File: config.mk
export PLATFORM = sky130hd
export DESIGN_NAME = product_accumulator_flat
export DESIGN_NICKNAME = d
export VERILOG_FILES = /design/src/rtl/product_accumulator_pkg.sv /design/src/rtl/product_accumulator_if.sv /design/src/rtl/product_accumulator_requant.sv /design/src/rtl/product_accumulator.sv /design/src/flat_wrapper.sv
export SDC_FILE = /design/constraint.sdc
export NUM_CORES = 1
export LEC_CHECK = 0
export ABC_AREA = 1
export CORE_ASPECT_RATIO = 1.2
export CORE_MARGIN = 4
export CORE_UTILIZATION = 58
export DETAILED_ROUTE_END_ITERATION = 8
export GPL_ROUTABILITY_DRIVEN = 0
export PLACE_DENSITY = 0.81
export SYNTH_ARGS = -nofsm -noshare
export SYNTH_HDL_FRONTEND = slang
export SYNTH_SLANG_ARGS = --single-unit
File: constraint.sdc
create_clock -name iClk -period 4.2 [get_ports iClk]
set_clock_uncertainty 0.2 [all_clocks]
set_input_delay 0.63 -clock iClk [delete_from_list [all_inputs] [get_ports iClk]]
set_output_delay 0.63 -clock iClk [all_outputs]
set_load 0.05 [all_outputs]
File: src/rtl/product_accumulator_pkg.sv
// Shared types and constants for the product accumulator and its requantizer.
package product_accumulator_pkg;

    // IDLE: waiting for a start pulse. ACC: summing products. DONE: result is presented.
    typedef enum logic [1:0] {
        IDLE = 2'd0,
        ACC  = 2'd1,
        DONE = 2'd2
    } state_t;

    // Product format: bit 14 is the sign, bits 13:0 are the magnitude.
    localparam int PROD_W = 15;

    // Neuron format: bit 7 is the sign, bits 6:0 are the magnitude.
    localparam int NUM_W  = 8;

    // The multiplier decodes this code as unity, so the accumulator must never emit it.
    localparam logic [NUM_W-1:0] UNITY_CODE = 8'h80;

endpackage

File: src/rtl/product_accumulator_if.sv
// Handshake bundle between the multiplier, the accumulator and the next-layer consumer.
interface product_accumulator_if
    import product_accumulator_pkg::*;
#(
    parameter int ACC_W = 26
);
    logic                    iStart;
    logic                    iValid;
    logic                    oReady;
    logic [PROD_W-1:0]       iProd;
    logic                    oValid;
    logic                    iReady;
    logic [NUM_W-1:0]        oNum;
    logic signed [ACC_W-1:0] oSum;
    logic                    oBusy;

    modport master (
        output iStart, iValid, iProd, iReady,
        input  oReady, oValid, oNum, oSum, oBusy
    );

    modport slave (
        input  iStart, iValid, iProd, iReady,
        output oReady, oValid, oNum, oSum, oBusy
    );
endinterface

File: src/rtl/product_accumulator_requant.sv
// Maps a signed sum to 8-bit sign-magnitude using a right shift, saturation and optional ReLU.
module sm_requant
    import product_accumulator_pkg::*;
#(
    parameter int ACC_W = 26,
    parameter int SHIFT = 7,
    parameter bit RELU  = 1'b1
) (
    input  logic signed [ACC_W-1:0] sum,
    output logic [NUM_W-1:0]        num
);
    logic             neg;
    logic [ACC_W-1:0] abs_v;
    logic [ACC_W-1:0] shifted;
    logic [6:0]       mag;

    // Shift the magnitude so the result truncates toward zero for both signs. A zero magnitude
    // always gives 0x00, which keeps the unity code 0x80 from being produced.
    always_comb begin
        neg     = sum[ACC_W-1];
        abs_v   = neg ? ACC_W'(-sum) : ACC_W'(sum);
        shifted = abs_v >> SHIFT;
        mag     = (shifted > ACC_W'(127)) ? 7'h7F : shifted[6:0];
        num     = '0;
        if ((mag != 7'd0) && !(neg && RELU))
            num = {neg, mag};
    end
endmodule

File: src/rtl/product_accumulator.sv
// Accumulates N_TERMS sign-magnitude products into a dot product and requantizes the sum
// to one 8-bit neuron output.
//
// state | meaning
// IDLE  | waiting for iStart; no products are accepted
// ACC   | accepting products; oReady is high
// DONE  | oValid is high; oNum and oSum are held until iReady
module product_accumulator
    import product_accumulator_pkg::*;
#(
    parameter int N_TERMS = 784,
    parameter int ACC_W   = 26,
    parameter int SHIFT   = 7,
    parameter bit RELU    = 1'b1
) (
    input logic                  iClk,
    input logic                  iRst_n,
    product_accumulator_if.slave bus
);
    localparam int              CNT_W = $clog2(N_TERMS);
    localparam logic [CNT_W-1:0] LAST = CNT_W'(N_TERMS - 1);

    if (N_TERMS < 2) begin : g_bad_terms
        $error("product_accumulator: N_TERMS must be at least 2");
    end
    if (ACC_W < PROD_W + $clog2(N_TERMS) + 1) begin : g_bad_width
        $error("product_accumulator: ACC_W too narrow for N_TERMS products");
    end

    state_t                  state_q, state_d;
    logic signed [ACC_W-1:0] acc_q, acc_d;
    logic [CNT_W-1:0]        cnt_q, cnt_d;
    logic signed [ACC_W-1:0] sum_q, sum_d;
    logic [NUM_W-1:0]        num_q, num_d;
    logic signed [ACC_W-1:0] prod_ext;
    logic signed [ACC_W-1:0] acc_next;
    logic [NUM_W-1:0]        rq_num;

    // Convert the incoming product to two's complement; a zero magnitude counts as 0 whatever its sign.
    always_comb begin
        prod_ext = ACC_W'(bus.iProd[PROD_W-2:0]);
        if (bus.iProd[PROD_W-1])
            prod_ext = -prod_ext;
        acc_next = acc_q + prod_ext;
    end

    // The last beat's sum is requantized directly, so the output registers load in the same edge.
    sm_requant #(.ACC_W(ACC_W), .SHIFT(SHIFT), .RELU(RELU)) u_requant (
        .sum (acc_next),
        .num (rq_num)
    );

    // Next-state logic. iStart overrides both a beat and an iReady handshake in the same cycle.
    always_comb begin
        state_d = state_q;
        acc_d   = acc_q;
        cnt_d   = cnt_q;
        sum_d   = sum_q;
        num_d   = num_q;
        if (bus.iStart) begin
            state_d = ACC;
            acc_d   = '0;
            cnt_d   = '0;
        end else begin
            case (state_q)
                ACC: begin
                    if (bus.iValid) begin
                        acc_d = acc_next;
                        cnt_d = cnt_q + CNT_W'(1);
                        if (cnt_q == LAST) begin
                            state_d = DONE;
                            sum_d   = acc_next;
                            num_d   = rq_num;
                        end
                    end
                end
                DONE: begin
                    if (bus.iReady)
                        state_d = IDLE;
                end
                default: ;
            endcase
        end
    end

    // State and datapath registers, cleared asynchronously.
    always_ff @(posedge iClk or negedge iRst_n) begin
        if (!iRst_n) begin
            state_q <= IDLE;
            acc_q   <= '0;
            cnt_q   <= '0;
            sum_q   <= '0;
            num_q   <= '0;
        end else begin
            state_q <= state_d;
            acc_q   <= acc_d;
            cnt_q   <= cnt_d;
            sum_q   <= sum_d;
            num_q   <= num_d;
        end
    end

    // Handshake flags decode from the registered state only.
    always_comb begin
        bus.oReady = (state_q == ACC);
        bus.oValid = (state_q == DONE);
        bus.oBusy  = (state_q != IDLE);
        bus.oNum   = num_q;
        bus.oSum   = sum_q;
    end

    a_no_unity: assert property (@(posedge iClk) disable iff (!iRst_n) bus.oNum != UNITY_CODE);
endmodule

File: src/flat_wrapper.sv
// flat-port wrapper written by rule: the top's interface ports become plain ports
module product_accumulator_flat import product_accumulator_pkg::*;
#(
    parameter int N_TERMS = 784,
    parameter int ACC_W   = 26,
    parameter int SHIFT   = 7,
    parameter bit RELU    = 1'b1
)
  (iClk, iRst_n, bus_iStart, bus_iValid, bus_iProd, bus_iReady, bus_oReady, bus_oValid, bus_oNum, bus_oSum, bus_oBusy);
  product_accumulator_if #(.ACC_W(ACC_W)) bus_i ();
  input logic iClk;
  input logic iRst_n;
  input wire logic [$bits(bus_i.iStart)-1:0] bus_iStart;
  input wire logic [$bits(bus_i.iValid)-1:0] bus_iValid;
  input wire logic [$bits(bus_i.iProd)-1:0] bus_iProd;
  input wire logic [$bits(bus_i.iReady)-1:0] bus_iReady;
  output wire logic [$bits(bus_i.oReady)-1:0] bus_oReady;
  output wire logic [$bits(bus_i.oValid)-1:0] bus_oValid;
  output wire logic [$bits(bus_i.oNum)-1:0] bus_oNum;
  output wire logic [$bits(bus_i.oSum)-1:0] bus_oSum;
  output wire logic [$bits(bus_i.oBusy)-1:0] bus_oBusy;
  assign bus_i.iStart = bus_iStart;
  assign bus_i.iValid = bus_iValid;
  assign bus_i.iProd = bus_iProd;
  assign bus_i.iReady = bus_iReady;
  assign bus_oReady = bus_i.oReady;
  assign bus_oValid = bus_i.oValid;
  assign bus_oNum = bus_i.oNum;
  assign bus_oSum = bus_i.oSum;
  assign bus_oBusy = bus_i.oBusy;
  product_accumulator #(.N_TERMS(N_TERMS), .ACC_W(ACC_W), .SHIFT(SHIFT), .RELU(RELU)) u_core (.iClk(iClk), .iRst_n(iRst_n), .bus(bus_i));
endmodule
==> metrics.cfg, run 1 <==
[place]
dp_worst_setup_slack_ns = -0.781
io_buffers = 56
hpwl_um = 14000
dp.cells = 1190

[timing]
worstEndpointGrtRepair = u_core.bus.oNum[5]$_DFFE_PN0P_/D
worst_endpoint_kind = sequential cell input

[global_routing]
track_usage_pct = 72.5
grt_max_degree = 34
overflow = 32

[cts]
cts.sinks = 72
cts_max_path_buffers = 2
cts_max_level = 3
holdBufCountCts = 0
cts-root-buf = clkbuf_16
cts_buffers = 9

[yosys]
yosys.area_share.simple_pct = 38.3
synth_fp_nets = 931
yosysTopAreaCell = dfrtp_1
synth-async-reset-ratio_pct = 100
synth_edf_count = 0
synth_xor_area_share_pct = 3.21
yosysTopAreaCellShare_pct = 31.5
synth_top_family_by_area = simple AND/OR/NAND/NOR gates
synth_seq_area_share_pct = 31.5
synth_warnings = 0
synth_cell_type_count = 35
synth_area_leaders = dfrtp_1, nand2_1, inv_1
ys_seq_elements = 72
synth_compound_area_share_pct = 11.0
yosys.area_share.adder_pct = 6.25
postSynthAreaPerCell_um2 = 6.49
synth_flop_cell = dfrtp_1
yosys-mux-area-fraction_pct = 0
synthCells = 883
syn_area_um2 = 5730

[floorplan]
die_y_um = 117
initial_core_util_pct = 59.9
die_w_um = 98.7
num_rows = 39
io_pins = 57

[outcome]
error = [ERROR GRT-0232] Routing congestion too high. Check the congestion heatmap in the GUI.
status = aborted with a tool error
haltStage = global routing

## synthesized netlist by cell type, types with 3 or more instances
library cell / count
o21ai_1: 5
o21ai_0: 69
nand4_1: 13
nor3_1: 12
nor2_2: 8
nand2_4: 3
xor2_1: 20
nand3b_1: 11
nand2_1: 297
nor3_2: 6
nor2_1: 61
dfrtp_1: 72
nand2_2: 21
ha_1: 27
nand3_1: 54
inv_1: 126
clkbuf_1: 12
inv_2: 7
nand3_2: 3
a21oi_1: 34
## what timing repair did
action	in CTS
gates cloned	1
pin swaps	68
setup endpoints to repair	7
setup buffers	22
hold endpoints to repair	0
resized for setup	109
## routing by layer
layer / GRT overflow / track usage, %
met2: 17 / 92.2
met1: 0 / 70.3
met3: 2 / 55.4
met4: 13 / 73.7
met5: 0 / 28.6
## logic make-up after synthesis
| logic type | after synthesis |
|---|---|
| simple gates | 495 |
| buf+inv | 147 |
| compound gates | 120 |
| flops | 72 |
| fa+ha+maj | 28 |
| xor+xnor | 21 |
## metrics by stage
| stage | cell area (um^2) | utilization (%) |
|---|---|---|
| CTS | 8220 | 86.0 |
| detailed placement | 7440 | 77.8 |
| floorplan | 5730 | - |
| global placement | 7440 | 77.8 |
==> inputs of run 2 (changes only) <==
--- a/config.mk
+++ b/config.mk
@@ -6,12 +6,11 @@
 export NUM_CORES = 1
 export LEC_CHECK = 0
 export ABC_AREA = 1
-export CORE_ASPECT_RATIO = 1.2
 export CORE_MARGIN = 4
-export CORE_UTILIZATION = 58
+export CORE_UTILIZATION = 40
 export DETAILED_ROUTE_END_ITERATION = 8
 export GPL_ROUTABILITY_DRIVEN = 0
-export PLACE_DENSITY = 0.81
+export PLACE_DENSITY_LB_ADDON = 0.15
 export SYNTH_ARGS = -nofsm -noshare
 export SYNTH_HDL_FRONTEND = slang
 export SYNTH_SLANG_ARGS = --single-unit
==> run 2 against run 1 <==
Compared with the run above:
- the run now ends clean
- synthesized cell count is the same
- area after synthesis unchanged
==> metrics.cfg, run 2 <==
[worst_setup_path]
r2r_end = u_core.bus.oNum[5]
crit_path_top_delay_cell = ha_1
start_kind = input port
cp_data_required_time_ns = 4.24
arrival_ns = 4.01
reg2reg_slack_ns = 0.68
cp_slowest_stage_delay_ns = 0.35
end_kind = flop
reg2reg_depth = 24
r2r-start = u_core.acc_q[0]
worst_path_most_repeated_cell = nand2_1
cp_max_fo = 6
crit_type = input port to flop

[yosys]
synthCells = 883  ; unchanged
synth_flop_cell = dfrtp_1
synth_cell_type_count = 35  ; unchanged
yosysTopAreaCellShare_pct = 31.5  ; unchanged
synth-async-reset-ratio_pct = 100  ; unchanged
synth_fp_nets = 931  ; unchanged
synth_commonest_cells = nand2_1, inv_1, dfrtp_1
ys_seq_elements = 72  ; unchanged
synth_seq_area_share_pct = 31.5  ; unchanged
syn_area_um2 = 5730  ; unchanged
synth_area_leaders = dfrtp_1, nand2_1, inv_1
postSynthAreaPerCell_um2 = 6.49  ; unchanged
synth_warnings = 0  ; unchanged
yosysTopAreaCell = dfrtp_1
synth_edf_count = 0  ; unchanged
yosysMostFrequentCell = nand2_1

[place]
placed_cell_area_um2 = 7550  ; +1.5%
io_buffers = 56  ; unchanged
dp.cells = 1252  ; +5.2%
dp_worst_setup_slack_ns = -0.666  ; +0.115 ns
hpwl_um = 13300  ; -4.5%

[timing]
timing.final.ws_setup_ns = 0.231
finalHoldViolations = 0
max_freq_mhz = 252
setup_violations = 0
max_slew_margin_pct = 34.7
fin_crit_sh_pct = 94.5
min_period_ns = 3.97
worst_pin_slew_ns = 0.978
drv_slew = 0
rsz0062_at_grt = true

[floorplan]
io_pins = 57  ; unchanged
initial_core_util_pct = 41.1  ; -19 points
core_area_um2 = 13900
num_rows = 43  ; +10%
dieArea_um2 = 16300
die_w_um = 128  ; +29%
die_y_um = 128  ; +9.2%

[global_routing]
grt_pass1_wl_um = 29100
antenna_found_initial = 0
grt_pass1_vias = 6027
grt_max_degree = 73
overflow = 0
track_usage_pct = 22.3

[pwr]
clock_power_share_pct = 21.2
fin_total_pwr_w = 0.00377
p_comb_share_pct = 57.5
p_int_w = 0.00219
vdd_ir_drop_max_mv = 0.228
p_per_area_nw_per_um2 = 442
power.switching_w = 0.00158
pwr-share-seq_pct = 21.4
p_leak_nw = 4.42
sw_frac_of_total_pct = 41.8

[detailed_routing]
dr.pass1.iters = 5
drt_iter0_markers = 367
post_drt_wl_per_cell_um = 14.0
wirelength_um = 18200
ant_nets = 0
num_vias = 6396
drt-vias-per-instance = 4.94
drc = 0

[cells_and_area]
multi_input_area_um2 = 3820
final_cell_mix = nand2_1, buf_4, inv_1, dfrtp_1, o21ai_0
drive_gt1_share_pct = 31.4
syn_to_final_growth_pct = 48.9
nNetsFinal = 1159
n_fill_cell = 1318
fin_cells = 1296
final_area_um2 = 8530
seq_area_um2 = 1800
final_common_cell = nand2_1
fin_util_pct = 61.2
diodes = 0

[flow_run]
drv_cap = 0

[cts]
tritoncts = yes
cts.sinks = 72  ; unchanged
cts_buffers = 9  ; unchanged
cts.clk_slew.worst_paths_ns = 0.06
cts-root-buf = clkbuf_16
clock_latency_ns = 0.35
cts_max_level = 3  ; unchanged
cts_max_path_buffers = 2  ; unchanged

[min_path]
min_path_type = input port to asynchronous set/reset pin

[outcome]
status = finished clean

run 2: logic make-up (layout without fill, tap and decap cells):
family	count (synthesis)	count (layout)	synth area share, %
simple gates	495	496	38.3
buf+inv	147	379	9.83
compound gates	120	120	11.0
flops	72	72	31.5
fa+ha+maj	28	28	6.25
xor+xnor	21	21	3.21
run 2: critical path, delay by kind of cell:
family                     cells  cell delay (ns)
adders and majority gates      2             0.47
buffers and inverters          5             0.49
and+or+nand+nor               23             2.41
run 2: worst max-delay path by stage:
stage / start / end / slack (ns) / cells past startpoint
after floorplan: bus_iProd[1] / u_core.bus.oNum[1] / 0.22 / 31
after CTS: bus_iProd[1] / u_core.bus.oNum[5] / 0.006 / 32
after global placement: bus_iProd[2] / u_core.bus.oNum[5] / -0.64 / 29
after detailed placement: bus_iProd[0] / u_core.bus.oNum[5] / -0.67 / 31
after global routing: bus_iProd[0] / u_core.bus.oNum[5] / -0.13 / 32
final: bus_iProd[0] / u_core.bus.oNum[5] / 0.23 / 30
run 2: final cells by class:
class	instances	share of cell area [%]
Clock inverter	6	0.777
Tap cell	180	2.64
Clock buffer	10	2.80
Inverter	133	5.94
Timing Repair Buffer	230	21.9
Multi-Input combinational cell	665	44.8
Sequential cell	72	21.1
run 2: power by group through the flow:
stage / registers [W] / logic (W) / clock network (W)
after floorplan: 0.000858 / 0.000999 / 0
after global placement: 0.000812 / 0.00185 / 0
after detailed placement: 0.000813 / 0.00186 / 0
after CTS: 0.000803 / 0.00198 / 0.000820
after global routing: 0.000811 / 0.00237 / 0.000853
final: 0.000805 / 0.00216 / 0.000799
run 2: layer usage:
layer	up-vias	part of all wire (%)	track usage, %
met3	34	4.8	3.62
met1	2970	47	30.7
li1	3272	-	-
met4	0	2.7	9.18
met2	120	46	35.0
met5	-	0	0
run 2: what timing repair did:
item,4_1_cts,5_1_grt
pin swaps,36,67
setup buffers,15,12
setup endpoints to repair,7,7
gates resized for setup,61,118
gates cloned,0,1
hold buffers,0,0
run 2: stage by stage:
step           hold WS [ns]  setup TNS, ns
4_1_cts               0.263              0
3_5_place_dp          0.256          -4.71
3_3_place_gp          0.251          -4.45
6_report              0.207              0
5_1_grt               0.317         -0.526
2_1_floorplan         0.134              0
No activity file was read; power rests on OpenSTA's default activity.
